--- config.mk ---
export PLATFORM = sky130hd
export DESIGN_NAME = rv32imf_instr_prefetcher
export DESIGN_NICKNAME = d
export VERILOG_FILES = /design/src/rtl/rv32imf_instr_prefetcher.sv
export SDC_FILE = /design/constraint.sdc
export NUM_CORES = 1
export LEC_CHECK = 0
export ABC_AREA = 1
export CAP_MARGIN = 10
export CORE_MARGIN = 2
export CORE_UTILIZATION = 40
export DETAILED_ROUTE_END_ITERATION = 6
export GPL_ROUTABILITY_DRIVEN = 1
export GPL_TIMING_DRIVEN = 0
export HOLD_SLACK_MARGIN = 0.08
export PLACE_DENSITY = 0.58
export SETUP_SLACK_MARGIN = 0.15
export SLEW_MARGIN = 25
export SYNTH_ARGS = -nofsm -noshare
export SYNTH_HDL_FRONTEND = slang
export SYNTH_SLANG_ARGS = --single-unit
--- constraint.sdc ---
create_clock -name clk -period 4.75 [get_ports clk]
set_clock_uncertainty 0.2 [all_clocks]
set_input_delay 0.95 -clock clk [delete_from_list [all_inputs] [get_ports clk]]
set_output_delay 0.95 -clock clk [all_outputs]
set_load 0.02 [all_outputs]
--- src/rtl/rv32imf_instr_prefetcher.sv ---
// Word-aligned OBI instruction prefetcher: credit-limited request FSM, outstanding/discard
// tracking, and a DEPTH-entry FIFO with an empty-FIFO bypass; branches flush buffered words.
module rv32imf_instr_prefetcher #(
  parameter int unsigned DEPTH = 2
) (
  input  logic        clk,
  input  logic        rst_n,
  input  logic        req_i,
  input  logic        branch_i,
  input  logic [31:0] branch_addr_i,
  input  logic        fetch_ready_i,
  output logic        fetch_valid_o,
  output logic [31:0] fetch_rdata_o,
  output logic        instr_req_o,
  output logic [31:0] instr_addr_o,
  input  logic        instr_gnt_i,
  input  logic        instr_rvalid_i,
  input  logic [31:0] instr_rdata_i,
  input  logic        instr_err_i,
  output logic        busy_o
);

  localparam int unsigned PW = (DEPTH > 1) ? $clog2(DEPTH) : 1;
  localparam int unsigned CW = $clog2(DEPTH + 1);
  localparam logic [CW:0]   DEPTH_W = (CW+1)'(DEPTH);
  localparam logic [CW-1:0] DEPTH_C = CW'(DEPTH);
  localparam logic [CW-1:0] ONE_C   = CW'(1);
  localparam logic [PW-1:0] ONE_P   = PW'(1);

  localparam logic [1:0] IDLE           = 2'd0;
  localparam logic [1:0] WAIT_GNT       = 2'd1;
  localparam logic [1:0] WAIT_GNT_FLUSH = 2'd2;

  logic [1:0]    state_q, state_d;
  logic [31:0]   addr_q, addr_d;
  logic [31:0]   hold_q, hold_d;
  logic [CW-1:0] outst_q, outst_d;
  logic [CW-1:0] discard_q, discard_d;
  logic [CW-1:0] cnt_q, cnt_d;
  logic [PW-1:0] rptr_q, rptr_d;
  logic [PW-1:0] wptr_q, wptr_d;
  logic [31:0]   mem_q [DEPTH];
  logic [31:0]   mem_d [DEPTH];

  logic [31:0]   tgt;
  logic [CW-1:0] cnt_eff;
  logic [CW:0]   used;
  logic          has_credit;
  logic          gnt_fire;
  logic          stale_gnt;
  logic          resp_live;
  logic          pop;
  logic          push;
  logic          bypass;
  logic          unused_ok;

  assign unused_ok  = instr_err_i ^ branch_addr_i[1] ^ branch_addr_i[0];
  assign tgt        = {branch_addr_i[31:2], 2'b00};
  // A branch flushes the FIFO this cycle, so its words do not consume credit.
  assign cnt_eff    = branch_i ? '0 : cnt_q;
  assign used       = {1'b0, outst_q} + {1'b0, cnt_eff};
  assign has_credit = used < DEPTH_W;
  assign gnt_fire   = instr_req_o & instr_gnt_i;

  // hold_q keeps the address of an ungranted request stable while addr_q may
  // already hold a newer branch target.
  always_comb begin
    state_d      = state_q;
    addr_d       = addr_q;
    hold_d       = hold_q;
    instr_req_o  = 1'b0;
    instr_addr_o = addr_q;
    stale_gnt    = 1'b0;
    case (state_q)
      IDLE: begin
        instr_addr_o = branch_i ? tgt : addr_q;
        instr_req_o  = (req_i | branch_i) & has_credit;
        if (branch_i) addr_d = tgt;
        if (instr_req_o) begin
          if (instr_gnt_i) begin
            addr_d = instr_addr_o + 32'd4;
          end else begin
            hold_d  = instr_addr_o;
            state_d = WAIT_GNT;
          end
        end
      end
      WAIT_GNT: begin
        instr_req_o  = 1'b1;
        instr_addr_o = hold_q;
        if (branch_i) begin
          addr_d = tgt;
          if (instr_gnt_i) begin
            stale_gnt = 1'b1;
            state_d   = IDLE;
          end else begin
            state_d = WAIT_GNT_FLUSH;
          end
        end else if (instr_gnt_i) begin
          addr_d  = hold_q + 32'd4;
          state_d = IDLE;
        end
      end
      WAIT_GNT_FLUSH: begin
        instr_req_o  = 1'b1;
        instr_addr_o = hold_q;
        if (branch_i) addr_d = tgt;
        if (instr_gnt_i) begin
          stale_gnt = 1'b1;
          state_d   = IDLE;
        end
      end
      default: state_d = IDLE;
    endcase
  end

  assign resp_live = instr_rvalid_i & (discard_q == '0);
  assign pop       = ~branch_i & (cnt_q != '0) & fetch_ready_i;
  assign bypass    = ~branch_i & resp_live & (cnt_q == '0) & fetch_ready_i;
  assign push      = ~branch_i & resp_live & ~bypass;

  always_comb begin
    outst_d = outst_q;
    if (gnt_fire && !instr_rvalid_i) outst_d = outst_q + ONE_C;
    else if (!gnt_fire && instr_rvalid_i) outst_d = outst_q - ONE_C;
  end

  // On a branch every still-outstanding response is stale, except one arriving now,
  // which is dropped directly.
  always_comb begin
    if (branch_i) discard_d = instr_rvalid_i ? outst_q - ONE_C : outst_q;
    else if (instr_rvalid_i && discard_q != '0) discard_d = discard_q - ONE_C;
    else discard_d = discard_q;
    if (stale_gnt) discard_d = discard_d + ONE_C;
  end

  always_comb begin
    cnt_d  = cnt_q;
    rptr_d = rptr_q;
    wptr_d = wptr_q;
    for (int unsigned i = 0; i < DEPTH; i++) mem_d[i] = mem_q[i];
    if (branch_i) begin
      cnt_d  = '0;
      rptr_d = '0;
      wptr_d = '0;
    end else begin
      if (push) begin
        mem_d[wptr_q] = instr_rdata_i;
        wptr_d        = wptr_q + ONE_P;
      end
      if (pop) rptr_d = rptr_q + ONE_P;
      if (push && !pop) cnt_d = cnt_q + ONE_C;
      else if (pop && !push) cnt_d = cnt_q - ONE_C;
    end
  end

  assign fetch_valid_o = ~branch_i & ((cnt_q != '0) | resp_live);
  assign fetch_rdata_o = (cnt_q != '0) ? mem_q[rptr_q] : instr_rdata_i;
  assign busy_o        = instr_req_o | (outst_q != '0);

  always_ff @(posedge clk or negedge rst_n) begin
    if (!rst_n) begin
      state_q   <= IDLE;
      addr_q    <= '0;
      hold_q    <= '0;
      outst_q   <= '0;
      discard_q <= '0;
      cnt_q     <= '0;
      rptr_q    <= '0;
      wptr_q    <= '0;
      for (int unsigned i = 0; i < DEPTH; i++) mem_q[i] <= '0;
    end else begin
      state_q   <= state_d;
      addr_q    <= addr_d;
      hold_q    <= hold_d;
      outst_q   <= outst_d;
      discard_q <= discard_d;
      cnt_q     <= cnt_d;
      rptr_q    <= rptr_d;
      wptr_q    <= wptr_d;
      for (int unsigned i = 0; i < DEPTH; i++) mem_q[i] <= mem_d[i];
    end
  end

  // Credit accounting makes a push into a full FIFO unreachable.
  assert property (@(posedge clk) disable iff (!rst_n)
    !(push && !pop && cnt_q == DEPTH_C));

endmodule

==> results by group <==
Run status
  – Status: finished, final reports clean

Global routing
  – Largest net degree at the start of global routing: 82
  – Total gr overflow: 0
  – Vias in the first global route: 10200
  – Global-route wire length before repair: 59.4 mm
  – Initial antenna violation count: 0
  – Total GRT Usage: 30.2%

Synth
  – Syn_nets: 1534
  – Yosys warns: 0
  – Yosys reg bits: 138
  – Synth unique cells: 40
  – Mean post-synth cell area: 6.65 um^2
  – Syn Inst Count: 1452
  – Sequential element share of the synthesized area: 35.7%
  – Mapped Area: 9660 um^2

Final layout
  – P&R area growth vs syn: 24.9%
  – # nets final: 1691
  – Fin cells: 1941
  – Share of layout cells above drive strength 1: 7.09%
  – Antenna diode instance count: 0
  – Fillers: 2445

Timing
  – Final min period: 4550 ps
  – Peak Freq: 220 MHz
  – Final hold vios: 0
  – Max transition margin: 40.2%
  – Final setup violation count: 0
  – Slew @ Worst Pin: 896 ps
  – Max Transition Viols Final: 0
  – RSZ-0062 raised after global routing: false
  – Final period utilization: 95.9%

CTS
  – Clk slew on worst S/H paths: 70 ps
  – # clock sinks: 138
  – H-tree levels: 4
  – TritonCTS clock tree: yes
  – TritonCTS buffer count: 17
  – Clk Latency, worst-skew pair: 440 ps
  – CTS root buffer: clkbuf_16
  – Clk buf depth: 2

Worst hold path
  – Hold Path Class: reg2reg

Floorplan
  – Die Width: 159 um
  – Rows: 56
  – Full die area: 25400 um^2
  – Core box area: 23600 um^2
  – Initial core utilization: 40.9%
  – Boundary Pins: 139
  – Die Y-Extent: 159 um

Setup path
  – WS Path Type: reg2out
  – Worst r2r src: state_q[1]$_DFFE_PN0P_
  – Worst-case reg-to-reg path depth: 10
  – R2r endpoint: addr_q[10]$_DFFE_PN0P_
  – CP required: 3600 ps
  – Beginning of the critical path: state_q[1]$_DFFE_PN0P_
  – Crit Path Max Fanout: 10
  – Critical path arrival: 3400 ps
  – Critical Path End Type: output pin
  – Worst Setup EP: instr_addr_o[30]
  – Type of origin of the critical path: register
  – R2R Setup Slk: 1440 ps

Drt
  – DR iter-0 viols: 1045
  – Wirelength per Cell: 19.9 um
  – Drt pass-1 iters: 6
  – Number of remaining DRC errors: 0
  – Post-route ant nets: 0
  – Via count: 10600
  – Via-per-instance ratio: 5.44
  – Post-Route WL: 38.6 mm

Placed design
  – DP Wirelength: 29.0 mm
  – IO Port Bufs: 135
  – Inst Count DP: 1908
  – Gp weighted congestion: 0.947

Pwr
  – Worst vdd ir: 0.362 mV
  – PwrDens: 668 nW/um^2
  – Overall power: 8070 uW
  – Leak: 0.00546 uW

Run
  – MaxCap Viol Count: 0
-- through the flow --
stage / instance area [um^2] / TNS [ps] / worst slack [ps] / hold slack, ps / util [%]
after CTS: 12100 / 0 / 240 / 81.8 / 51.0
final: 12100 / 0 / 197 / 285 / 51.1
after detailed placement: 11500 / -9340 / -431 / 266 / 48.6
after global routing: 12100 / 0 / 180 / 313 / 51.1
after floorplan: 9660 / 0 / 977 / 249 / -
after global placement: 11400 / -486090 / -3470 / 266 / 48.3
-- cell usage in the layout (no fill, tap or decap), types with 33 or more instances in the layout --
cell type,instances
dfrtp_1,138
clkdlybuf4s50_1,131
o21ai_0,146
nor2_1,105
a21oi_1,103
o211ai_1,38
o22ai_1,33
nand2_1,390
inv_1,186
nand3_1,68
clkbuf_1,52
-- what timing repair did --
item | CTS | global route
resized for setup | 18 | 6
hold buffers | 0 | 1
buffers inserted | 0 | 0
endpoints found under the setup margin | 34 | 19
endpoints found under the hold margin | 0 | 1
pin swaps | 0 | 0
-- cell type report --
type                            count  area, um^2  share of cell area (%)
Inverter                          195         732                    6.07
Sequential cell                   138        3450                    28.6
Tap cell                          319         399                    3.31
Clock buffer                       18         429                    3.56
Buffer                             75         352                    2.91
Clock inverter                     14         124                    1.03
Timing Repair Buffer              138        1420                    11.8
Multi-Input combinational cell   1044        5150                    42.7
-- power breakdown --
part	internal (uW)	switching, uW
clock network	689	631
logic	1670	2960
registers	1710	410
total	4060	4000
-- worst min-delay path by stage --
| stage | start | cells after the start | end | slack (ps) |
|---|---|---|---|---|
| 2_1_floorplan | addr_q[24]$_DFFE_PN0P_ | 2 | addr_q[24]$_DFFE_PN0P_ | 250 |
| 3_3_place_gp | mem_q[58]$_DFFE_PN0P_ | 2 | mem_q[58]$_DFFE_PN0P_ | 270 |
| 3_5_place_dp | addr_q[28]$_DFFE_PN0P_ | 2 | addr_q[28]$_DFFE_PN0P_ | 270 |
| 4_1_cts | rst_n | 1 | mem_q[28]$_DFFE_PN0P_ | 80 |
| 5_1_grt | mem_q[10]$_DFFE_PN0P_ | 2 | mem_q[10]$_DFFE_PN0P_ | 310 |
| 6_report | mem_q[13]$_DFFE_PN0P_ | 2 | mem_q[13]$_DFFE_PN0P_ | 290 |
-- cell usage after synthesis (all sizes together) --
master | number | area [um^2]
a211oi | 1 | 7.51
a21oi | 103 | 515
a22oi | 29 | 218
a31oi | 5 | 31.3
a32oi | 1 | 8.76
and2 | 1 | 6.26
buf | 18 | 118
clkbuf | 57 | 214
clkinv | 3 | 11.3
dfrtp | 138 | 3450
fa | 1 | 20.0
ha | 9 | 113
inv | 192 | 721
nand2 | 413 | 1620
nand3 | 72 | 380
nand3b | 2 | 15.0
nand4 | 17 | 106
nor2 | 123 | 522
nor3 | 10 | 50.1
o211ai | 38 | 285
o21ai | 164 | 855
o21bai | 1 | 7.51
o221ai | 3 | 26.3
o22ai | 33 | 206
o31ai | 1 | 7.51
or2 | 1 | 6.26
xnor2 | 6 | 52.6
xor2 | 10 | 87.6
-- cells by family after synthesis --
family | after synthesis | share of synthesized area, %
simple gates | 639 | 28.0
fa+ha+maj | 10 | 1.37
xor+xnor | 16 | 1.45
compound gates | 379 | 22.4
flops | 138 | 35.7
buf+inv | 270 | 11.0
-- state kept, by name, summed over array words and instances (netlist names) --
register / flops
addr_q: 32
wptr_q: 1
hold_q: 32
discard_q: 2
cnt_q: 2
state_q: 2
rptr_q: 1
outst_q: 2
mem_q: 64
-- worst max-delay path, stage by stage (launching register included) --
cell and delay, ps:
dfrtp_1 420, ha_1 190, clkbuf_1 330, inv_1 280
buf_1 620, nor2_1 150, a21oi_1 310, clkdlybuf4s50_1 670
-- metal layers --
metal / wire length [um] / up-vias / global-route usage [%]
li1: - / 5079 / -
met1: 16500 / 4912 / 40.1
met2: 17800 / 477 / 49.1
met3: 2900 / 82 / 5.63
met4: 1350 / 0 / 11.7
met5: 0 / - / 0
(Power assumes the default switching activity.)
